===== src/rtl/asm_seq_ctrl.sv =====
// Instruction sequencer for the 2-register, 2-bit toy machine.
// Fetches 6-bit instructions over a req/ack port and executes one ALU op per instruction.
module asm_seq_ctrl #(
    parameter int unsigned PC_W = 4
) (
    input  logic            clk,
    input  logic            rst_n,
    input  logic            start,
    output logic            imem_req,
    output logic [PC_W-1:0] imem_addr,
    input  logic            imem_ack,
    input  logic [5:0]      imem_data,
    output logic [1:0]      ax,
    output logic [1:0]      bx,
    output logic [PC_W-1:0] pc,
    output logic            busy,
    output logic            halted,
    output logic            illegal
);

    typedef enum logic [1:0] {
        S_IDLE,
        S_FETCH,
        S_EXEC,
        S_HALT
    } state_t;

    state_t          state_q, state_d;
    logic [PC_W-1:0] pc_q, pc_d;
    logic [1:0]      ax_q, ax_d;
    logic [1:0]      bx_q, bx_d;
    logic [5:0]      ir_q, ir_d;
    logic            illegal_q, illegal_d;

    logic [3:0] op;
    logic       reg1, reg2;
    logic [1:0] x, y, res;
    logic       wr_en, halt_op, bad_op;

    always_ff @(posedge clk or negedge rst_n) begin
        if (!rst_n) begin
            state_q   <= S_IDLE;
            pc_q      <= '0;
            ax_q      <= '0;
            bx_q      <= '0;
            ir_q      <= '0;
            illegal_q <= 1'b0;
        end else begin
            state_q   <= state_d;
            pc_q      <= pc_d;
            ax_q      <= ax_d;
            bx_q      <= bx_d;
            ir_q      <= ir_d;
            illegal_q <= illegal_d;
        end
    end

    // Decode and ALU slice for the latched instruction.
    always_comb begin
        op      = ir_q[5:2];
        reg1    = ir_q[1];
        reg2    = ir_q[0];
        x       = reg1 ? bx_q : ax_q;
        y       = reg2 ? bx_q : ax_q;
        res     = '0;
        wr_en   = 1'b0;
        halt_op = 1'b0;
        bad_op  = 1'b0;
        case (op)
            4'h0: ;
            4'h1: begin res = y;         wr_en = 1'b1; end
            4'h2: begin res = x | y;     wr_en = 1'b1; end
            4'h3: begin res = x ^ y;     wr_en = 1'b1; end
            4'h4: begin res = ~y;        wr_en = 1'b1; end
            4'h5: begin res = x + 2'd1;  wr_en = 1'b1; end
            4'h7: begin res = x & y;     wr_en = 1'b1; end
            4'hF: halt_op = 1'b1;
            default: bad_op = 1'b1;
        endcase
    end

    always_comb begin
        state_d   = state_q;
        pc_d      = pc_q;
        ax_d      = ax_q;
        bx_d      = bx_q;
        ir_d      = ir_q;
        illegal_d = illegal_q;
        case (state_q)
            S_IDLE: begin
                if (start) state_d = S_FETCH;
            end
            S_FETCH: begin
                if (imem_ack) begin
                    ir_d    = imem_data;
                    state_d = S_EXEC;
                end
            end
            S_EXEC: begin
                if (halt_op || bad_op) begin
                    state_d   = S_HALT;
                    illegal_d = bad_op;
                end else begin
                    if (wr_en) begin
                        if (reg1) bx_d = res;
                        else      ax_d = res;
                    end
                    pc_d    = pc_q + PC_W'(1);
                    state_d = S_FETCH;
                end
            end
            S_HALT: begin
                // Restart rewinds the PC but keeps the architectural registers.
                if (start) begin
                    pc_d      = '0;
                    illegal_d = 1'b0;
                    state_d   = S_FETCH;
                end
            end
            default: state_d = S_IDLE;
        endcase
    end

    assign imem_req  = (state_q == S_FETCH);
    assign imem_addr = pc_q;
    assign ax        = ax_q;
    assign bx        = bx_q;
    assign pc        = pc_q;
    assign busy      = (state_q == S_FETCH) || (state_q == S_EXEC);
    assign halted    = (state_q == S_HALT);
    assign illegal   = illegal_q;

endmodule


===== config.mk =====
export PLATFORM = sky130hd
export DESIGN_NAME = asm_seq_ctrl
export DESIGN_NICKNAME = d
export VERILOG_FILES = /design/src/rtl/asm_seq_ctrl.sv
export SDC_FILE = /design/constraint.sdc
export NUM_CORES = 1
export LEC_CHECK = 0
export BUFFER_PORTS_ARGS = -buffer_cell sky130_fd_sc_hd__buf_2
export CAP_MARGIN = 10
export CELL_PAD_IN_SITES_DETAIL_PLACEMENT = 0
export CELL_PAD_IN_SITES_GLOBAL_PLACEMENT = 2
export CORE_MARGIN = 3
export CORE_UTILIZATION = 30
export CTS_CLUSTER_DIAMETER = 200
export DETAILED_ROUTE_END_ITERATION = 8
export PLACE_DENSITY = 0.81
export SLEW_MARGIN = 15
export SYNTH_ARGS = -nofsm -noshare
export SYNTH_HDL_FRONTEND = slang
export SYNTH_SLANG_ARGS = --single-unit

===== constraint.sdc =====
create_clock -name clk -period 2.4 [get_ports clk]
set_input_delay 0.24 -clock clk [delete_from_list [all_inputs] [get_ports clk]]
set_output_delay 0.24 -clock clk [all_outputs]
set_load 0.01 [all_outputs]

==> results.ini <==
[synth]
yosys_warnings = 0
ys_seq_elements = 17
synth_cells = 123
synth-async-reset-ratio = 1.00
ys_types = 35
syn_area_mm2 = 0.00121
yosys_most_used_dff = dfrtp_1
synth_edf_count = 0
synth_nets = 141
ys_seq_area_frac = 0.351
syn_avg_cell_area_um2 = 9.85

[power_and_ir_drop]
peakVddDrop_mv = 0.486
sequentialPowerShare = 0.348
p_int_mw = 0.987
p_per_area_mw_per_mm2 = 1310
p_clk_frac = 0.118
p_leak_nw = 0.690
p_sw_mw = 0.830
combPwrFrac = 0.534
p_sw_frac = 0.457

[global_routing]
antenna_found_initial = 0
grt_use_total = 0.115
grt_pass1_wl_um = 4550
grt-ovfl-total = 0
grt_max_degree = 18
first_global_vias = 951

[die]
ios = 26
die-area_mm2 = 0.00484
row_count = 22
die-width_um = 69.5
die_h_um = 69.5
core_area_mm2 = 0.00377
initial_core_util = 0.321

[clock_network]
cts_tree = built
cts_num_sinks = 17
clk_path_buf_depth = 2
cts.reportedPaths.clkPinSlew_ns = 0.07
clk_latency_ns = 0.25
htree_num_levels = 1
cts_buffers = 3
cts_root_buf = clkbuf_8
cts_resized = 0

[cells_and_area]
final_core_util = 0.368
nets = 164
drive_above_1_share = 0.269
area_growth_pct = 14.7
final_area_mm2 = 0.00139
diodes = 0
final_common_cell = buf_2
layout_common_cells = buf_2, dfrtp_1, inv_1

[worst_setup_path]
required_ns = 2.54
rr_endpoint = bx[0]$_DFFE_PN0P_
ff2ff_setup_slack_ns = 0.40
startpoint_type = flop
reg2reg_depth = 6
crit_path_end_kind = flop
worstPathArrival_ns = 2.13
cp_max_fo = 3
crit_type = flop to flop
reg2reg_from = ir_q[0]$_DFFE_PN0P_

[detailed_routing]
wl_per_cell_um = 13.6
dr_total_vias = 959
first_iter_violations = 27
routed_wl_um = 2620
antenna_left = 0
route.detailed.drc = 0
firstDrtPassIters = 4
vias_per_cell = 4.97

[sta]
post-route-period-util = 0.833
hold_viol = 0
slew_headroom = 0.565
setup_slack_ns = 0.401
setup_viol_count_final = 0
fin_worst_skew_ns = 0.00110
post-route-min-period_ns = 2.00
slew_violations = 0
fmax_mhz = 500
hold_ws_ns = 0.221
setup_tns_ns = 0
rsz0062_at_grt = no
tightestPinTransition_ns = 0.648

[flow_run]
maxCapViolCount = 0

[worst_hold_path]
whs_path_depth = 2
holdPathEnd = ir_q[0]$_DFFE_PN0P_
min_path_type = input port to flop
min-delay-start = imem_data[0]

[placement]
placed_cell_area_mm2 = 0.00133
dp_hpwl_um = 1950
place_congestion = 0.732
place_ws_ns = 0.429
numPortBuffers = 25

[run_status]
outcome = completed

[flip-flops by register name, summed over array words and instances, names as in the netlist]
signal and flops:
state_q 2, bx 2, imem_addr 4, illegal 1, ir_q 6, ax 2
[synth_stat cells (3+ instances only)]
cell type | number | share of area
nor3b_1 | 3 | 0.019
a21oi_1 | 5 | 0.021
o21ai_0 | 8 | 0.033
mux2i_1 | 8 | 0.066
mux2_2 | 9 | 0.084
a22oi_1 | 4 | 0.025
dfrtp_1 | 17 | 0.35
buf_4 | 4 | 0.025
nand2_1 | 6 | 0.019
inv_1 | 11 | 0.034
nor2_1 | 5 | 0.015
nor2b_1 | 7 | 0.036
ha_1 | 8 | 0.083
[cells by family after synthesis]
family | Yosys count | share of synthesized area
adder cells (fa/ha/maj) | 8 | 0.0826
multiplexers | 17 | 0.150
flip-flops | 17 | 0.351
AND/OR/NAND/NOR | 29 | 0.143
XOR/XNOR | 3 | 0.0217
AO/OA/AOI/OAI | 30 | 0.166
buffers and inverters | 19 | 0.0857
[area by class of cell]
class / instances / area (um^2)
Multi-Input combinational cell: 87 / 682
Tap cell: 48 / 60.1
Sequential cell: 17 / 425
Clock buffer: 4 / 45.0
Timing Repair Buffer: 26 / 135
Fill cell: 394 / 2380
Inverter: 11 / 41.3
[timing repair]
item / 4_1_cts / 5_1_grt
hold buffers: 1 / 0
buffers inserted: 0 / 0
endpoints found under the hold margin: 17 / 0
[worst max-delay path by stage]
stage	from	end	slack (ns)	depth (start not counted)
global route	ir_q[1]$_DFFE_PN0P_	bx[0]$_DFFE_PN0P_	0.29	6
global placement	ir_q[0]$_DFFE_PN0P_	ax[0]$_DFFE_PN0P_	0.52	6
detailed placement	ir_q[0]$_DFFE_PN0P_	bx[0]$_DFFE_PN0P_	0.43	6
floorplan	bx[0]$_DFFE_PN0P_	ax[0]$_DFFE_PN0P_	0.58	6
CTS	ir_q[0]$_DFFE_PN0P_	bx[0]$_DFFE_PN0P_	0.40	6
finish	ir_q[0]$_DFFE_PN0P_	bx[0]$_DFFE_PN0P_	0.40	6
[per-layer routing]
metal | track usage | part of all wire | up-vias | routed length (um)
met4 | 0.0369 | 0.012 | 0 | 31
met1 | 0.156 | 0.48 | 465 | 1260
met2 | 0.181 | 0.48 | 13 | 1260
li1 | - | - | 477 | -
met3 | 0.0246 | 0.026 | 4 | 68
met5 | 0 | 0 | - | 0
[worst max-delay path, stage by stage (launching register included)]
cell      delay [ns]
dfrtp_1         0.41
mux2i_1         0.38
ha_1            0.30
mux2_2          0.26
a22oi_1         0.14
o211ai_1        0.13
mux2_2          0.28
[power groups by stage]
stage	sequential [mW]	clock, mW	combinational (mW)
floorplan	0.540	0	0.831
global placement	0.627	0	0.951
detailed placement	0.634	0	0.966
CTS	0.629	0.219	0.978
global route	0.661	0.234	1.10
finish	0.632	0.215	0.969
[per-stage QoR]
step                      total power, mW  cells
after floorplan                      1.37    123
after global placement               1.58    188
after detailed placement             1.60    188
after CTS                            1.83    193
after global routing                 1.99    193
final                                1.82    193
(Power assumes the default switching activity.)
